## config.mk

```make
export PLATFORM = sky130hd
export DESIGN_NAME = ram64_arbiter
export DESIGN_NICKNAME = d
export VERILOG_FILES = /design/src/rtl/ram64_arbiter.sv
export SDC_FILE = /design/constraint.sdc
export NUM_CORES = 1
export LEC_CHECK = 0
export ABC_AREA = 1
export BUFFER_PORTS_ARGS = -buffer_cell sky130_fd_sc_hd__buf_2
export CORE_ASPECT_RATIO = 1.2
export CORE_MARGIN = 4
export CORE_UTILIZATION = 41
export DETAILED_ROUTE_END_ITERATION = 10
export PLACE_DENSITY_LB_ADDON = 0.3
export SYNTH_ARGS = -nofsm -noshare
export SYNTH_HDL_FRONTEND = slang
export SYNTH_SLANG_ARGS = --single-unit
```

## constraint.sdc

```tcl
create_clock -name clk -period 1.9 [get_ports clk]
set_input_delay 0.285 -clock clk [delete_from_list [all_inputs] [get_ports clk]]
set_output_delay 0.285 -clock clk [all_outputs]
set_load 0.02 [all_outputs]
```

## src/rtl/ram64_arbiter.sv

```systemverilog
// Two-requester round-robin arbiter for a shared 64x16 single-port synchronous RAM,
// with an optional zero-fill of the whole RAM after every reset release.
module ram64_arbiter #(
    parameter bit CLEAR_ON_RESET = 1'b1
) (
    input  logic        clk,
    input  logic        reset,
    input  logic        req0_valid,
    input  logic        req0_we,
    input  logic [5:0]  req0_addr,
    input  logic [15:0] req0_wdata,
    output logic        req0_ready,
    input  logic        req1_valid,
    input  logic        req1_we,
    input  logic [5:0]  req1_addr,
    input  logic [15:0] req1_wdata,
    output logic        req1_ready,
    output logic        rsp0_valid,
    output logic        rsp1_valid,
    output logic [15:0] rsp_rdata,
    output logic [5:0]  mem_addr,
    output logic [15:0] mem_data_in,
    output logic        mem_we,
    input  logic [15:0] mem_data_out,
    output logic        busy
);

    typedef enum logic [1:0] {StClear, StIdle, StRdWait} state_e;

    localparam state_e ResetState = CLEAR_ON_RESET ? StClear : StIdle;

    state_e      state_q, state_d;
    logic [5:0]  cnt_q, cnt_d;
    logic        last_q, last_d;
    logic [5:0]  rd_addr_q, rd_addr_d;
    logic        rd_id_q, rd_id_d;
    logic        rsp0_q, rsp0_d;
    logic        rsp1_q, rsp1_d;
    logic [15:0] rdata_q, rdata_d;

    logic        grant0, grant1;
    logic        sel_we;
    logic [5:0]  sel_addr;
    logic [15:0] sel_wdata;

    // last_q = 1 means requester 1 won last, so requester 0 takes a tie.
    always_comb begin
        grant0 = 1'b0;
        grant1 = 1'b0;
        if (state_q == StIdle && !reset) begin
            if (req0_valid && req1_valid) begin
                grant0 = last_q;
                grant1 = !last_q;
            end else begin
                grant0 = req0_valid;
                grant1 = req1_valid;
            end
        end
        sel_we    = grant1 ? req1_we    : req0_we;
        sel_addr  = grant1 ? req1_addr  : req0_addr;
        sel_wdata = grant1 ? req1_wdata : req0_wdata;
    end

    always_comb begin
        state_d     = state_q;
        cnt_d       = cnt_q;
        last_d      = last_q;
        rd_addr_d   = rd_addr_q;
        rd_id_d     = rd_id_q;
        rsp0_d      = 1'b0;
        rsp1_d      = 1'b0;
        rdata_d     = rdata_q;
        mem_we      = 1'b0;
        mem_addr    = 6'd0;
        mem_data_in = 16'd0;
        unique case (state_q)
            StClear: begin
                mem_we   = 1'b1;
                mem_addr = cnt_q;
                cnt_d    = cnt_q + 6'd1;
                if (cnt_q == 6'd63) begin
                    state_d = StIdle;
                end
            end
            StIdle: begin
                if (grant0 || grant1) begin
                    last_d   = grant1;
                    mem_addr = sel_addr;
                    if (sel_we) begin
                        mem_we      = 1'b1;
                        mem_data_in = sel_wdata;
                    end else begin
                        rd_addr_d = sel_addr;
                        rd_id_d   = grant1;
                        state_d   = StRdWait;
                    end
                end
            end
            StRdWait: begin
                // RAM output is valid this cycle for the address presented last cycle.
                mem_addr = rd_addr_q;
                rdata_d  = mem_data_out;
                rsp0_d   = !rd_id_q;
                rsp1_d   = rd_id_q;
                state_d  = StIdle;
            end
            default: state_d = StIdle;
        endcase
        if (reset) begin
            mem_we      = 1'b0;
            mem_addr    = 6'd0;
            mem_data_in = 16'd0;
        end
    end

    always_ff @(posedge clk or posedge reset) begin
        if (reset) begin
            state_q   <= ResetState;
            cnt_q     <= 6'd0;
            last_q    <= 1'b1;
            rd_addr_q <= 6'd0;
            rd_id_q   <= 1'b0;
            rsp0_q    <= 1'b0;
            rsp1_q    <= 1'b0;
            rdata_q   <= 16'd0;
        end else begin
            state_q   <= state_d;
            cnt_q     <= cnt_d;
            last_q    <= last_d;
            rd_addr_q <= rd_addr_d;
            rd_id_q   <= rd_id_d;
            rsp0_q    <= rsp0_d;
            rsp1_q    <= rsp1_d;
            rdata_q   <= rdata_d;
        end
    end

    assign req0_ready = grant0;
    assign req1_ready = grant1;
    assign rsp0_valid = rsp0_q;
    assign rsp1_valid = rsp1_q;
    assign rsp_rdata  = rdata_q;
    assign busy       = (state_q == StClear);

endmodule

```

==> flow_summary.json <==
{
  "finalMaxSlewViolations": 0,
  "rows": 28,
  "dieWidth_um": 73.6,
  "io_buffers": 109,
  "area_delta_synth_final_pct": 50.8,
  "design_area_sq_um": 3190,
  "worst_pin_slew_ps": 438,
  "violations": "setup timing",
  "drv_cap": 0,
  "cp-end-kind": "primary output",
  "grt_overflow": 0,
  "numCtsBuffers": 5,
  "syn_area_sq_um": 2110,
  "antenna_found_initial": 0,
  "power_frac_comb": 0.513,
  "viasPerCell": 4.91,
  "pwr_density_cell_nw_per_um2": 1250,
  "switching_power_mw": 1.66,
  "cp_max_fo": 16,
  "vias": 2216,
  "clk_pin_slew_ps": 70,
  "hold_viol": 0,
  "timing.hold.ws_ps": 230,
  "p_int_mw": 2.32,
  "worstSetupPathType": "reg2out",
  "rsz0062_at_grt": "true",
  "startpoint_type": "flop",
  "drive_gt1_frac": 0.506,
  "synthesis.nets": 333,
  "dieArea_sq_um": 6380,
  "max_freq_mhz": 489,
  "period_share": 1.08,
  "start_util": 0.425,
  "crit_buf_inv": 3,
  "sw_frac_of_total": 0.417,
  "grt_pass1_vias": 2134,
  "cts_root_buf": "clkbuf_8",
  "cp_slowest_cell": "dfrtp_1",
  "finalSetupViolations": 23,
  "yosysUniqueCellTypes": 30,
  "synth_most_common_cell": "nand2_1",
  "drt_iter0_drc": 173,
  "cts_buffer_depth": 2,
  "yosysSeqAreaShare": 0.403,
  "wl_um": 6250,
  "grt_usage": 0.192,
  "io_pins": 110,
  "synth.area.top_cells": "dfrtp_1, nand2_1, mux2_2",
  "htreeDepth": 2,
  "outcome": "complete, but fails checks",
  "cts_tree": "done",
  "cpMostUsedCell": "nand2_8",
  "clock_latency_ps": 280,
  "synthCells": 266,
  "path_cells": "clkinv_2 -> nand2_4 -> nor2_8 -> nand2_8 -> nand2_8 -> nand3_4 -> buf_12 -> nor2_1 -> buf_4",
  "cp_top_family": "simple AND/OR/NAND/NOR gates",
  "nNetsFinal": 457,
  "synth-seq-cells": 34,
  "drc_errors": 0,
  "gp_congestion": 0.878,
  "cpPeakStageDelay_ps": 410,
  "synth_edf_count": 0,
  "p_leak_nw": 1.74,
  "dp_slack_ps": 30.0,
  "ys_warn_count": 0,
  "required_ps": 1620,
  "place_hpwl_um": 4490,
  "antenna_left": 0,
  "diodes": 0,
  "placed_cell_area_sq_um": 2750,
  "cts.sinks": 34,
  "routedWlPerCell_um": 13.8,
  "drtPass1Iterations": 5,
  "synth-main-ff-cell": "dfrtp_1",
  "dieHeight_um": 86.7,
  "instances_no_fill": 451,
  "core_sq_um": 4970,
  "vdd_drop_max_mv": 0.929,
  "synth_common_cells": "nand2_1, dfrtp_1, inv_1, nand3_1, o21ai_0",
  "synth.largest_area_cell": "dfrtp_1",
  "synth_top_area_share": 0.391,
  "place_inst": 432,
  "clock_power_share": 0.163,
  "ys_async_sr_fraction": 1.00,
  "grt_max_degree": 35,
  "cp.depth": 9,
  "cp.arrival_ps": 1760,
  "slew_headroom": 0.708,
  "hold_class": "in2reg",
  "finalCriticalPeriod_ps": 2050,
  "power_frac_seq": 0.324,
  "r2r_cells": 8,
  "min_path_cells": 2,
  "syn_avg_cell_area_sq_um": 7.95,
  "grt_pass1_wl_um": 9620,
  "worst_slack_ps": -147,
  "power_mw": 3.99,
  "finClkSkew_ps": 5.51
}
-- power by group through the flow --
| stage | clock, mW | sequential, mW | combinational [mW] |
|---|---|---|---|
| finish | 0.648 | 1.29 | 2.05 |
| global route | 0.707 | 1.34 | 2.21 |
| CTS | 0.662 | 1.29 | 1.96 |
| detailed placement | 0 | 1.29 | 1.76 |
| global placement | 0 | 1.28 | 1.74 |
| floorplan | 0 | 1.49 | 1.00 |
-- layout make-up --
class	instances	area, sq um
well taps	60	75.1
flip-flops and latches	34	853
inverters	34	129
multi-input cells	187	1180
clock buffers	7	76.3
fillers	423	1790
repair buffers	128	845
clock inverters	1	30.0
-- metrics by stage --
stage	TNS [ps]	util
after floorplan	0	-
after global placement	0	0.552
after detailed placement	0	0.552
after CTS	-2900	0.617
after global routing	-4850	0.641
final	-2850	0.641
-- cell families (layout without fill, tap and decap cells) --
family                     Yosys count  after routing  share of synthesized area
AOI/OAI and AO/OA                   36             36                     0.0923
muxes                               16             16                     0.0852
adders and majority gates            1              1                    0.00592
xor gates and xnor gates             4              4                     0.0166
DFF                                 34             34                      0.403
buffers and inverters               45            170                     0.0959
and+or+nand+nor                    130            130                      0.301
-- placed cells by master (no fill, tap or decap), drive strengths merged --
cell    instances
buf           128
xnor2           1
clkinv          1
a31oi           1
dfstp           1
o21ai          26
clkbuf          7
nor3            1
nand4           1
nor2           22
a21boi          1
a21oi           8
bufinv          1
nand3          29
mux2           16
xor2            3
inv            33
dfrtp          33
nand2          77
ha              1
-- what timing repair did --
item | in CTS | in global routing
hold buffers | 0 | 0
setup buffers | 5 | 4
gates cloned | 2 | 0
gates resized for setup | 43 | 29
pin swaps | 6 | 9
endpoints found under the setup margin | 23 | 23
-- final timing paths --
kind                                 start        endpoint  slack [ps]
max in group asynchronous            reset          last_q         980
setup / recovery                state_q[1]  mem_data_in[2]        -150
hold reg to reg                    rd_id_q      rsp0_valid         460
hold / removal             mem_data_out[0]    rsp_rdata[0]         230
min in group asynchronous            reset    rd_addr_q[3]         570
setup reg to reg                state_q[1]        cnt_q[5]         330
-- worst reg2reg max path, cell delays in order, from the launching register on --
cell,delay (ps)
dfrtp_1,410
buf_4,180
nor2_4,140
buf_4,160
nand2_1,90
nor3_2,230
nand3_1,120
nand2_1,80
nand2_1,50
-- flip-flops by register name, summed over array words and instances (netlist names) --
register    count
cnt_q           6
state_q         2
rd_id_q         1
rsp1_valid      1
rsp_rdata      16
last_q          1
rsp0_valid      1
rd_addr_q       6
-- routing by layer --
layer	GRT usage	vias to the layer above	wire [um]
met5	0	-	0
met2	0.328	87	3360
met3	0.0580	15	412
met1	0.228	1014	2350
met4	0.0577	0	123
li1	-	1100	-
No activity file was read; power rests on OpenSTA's default activity.
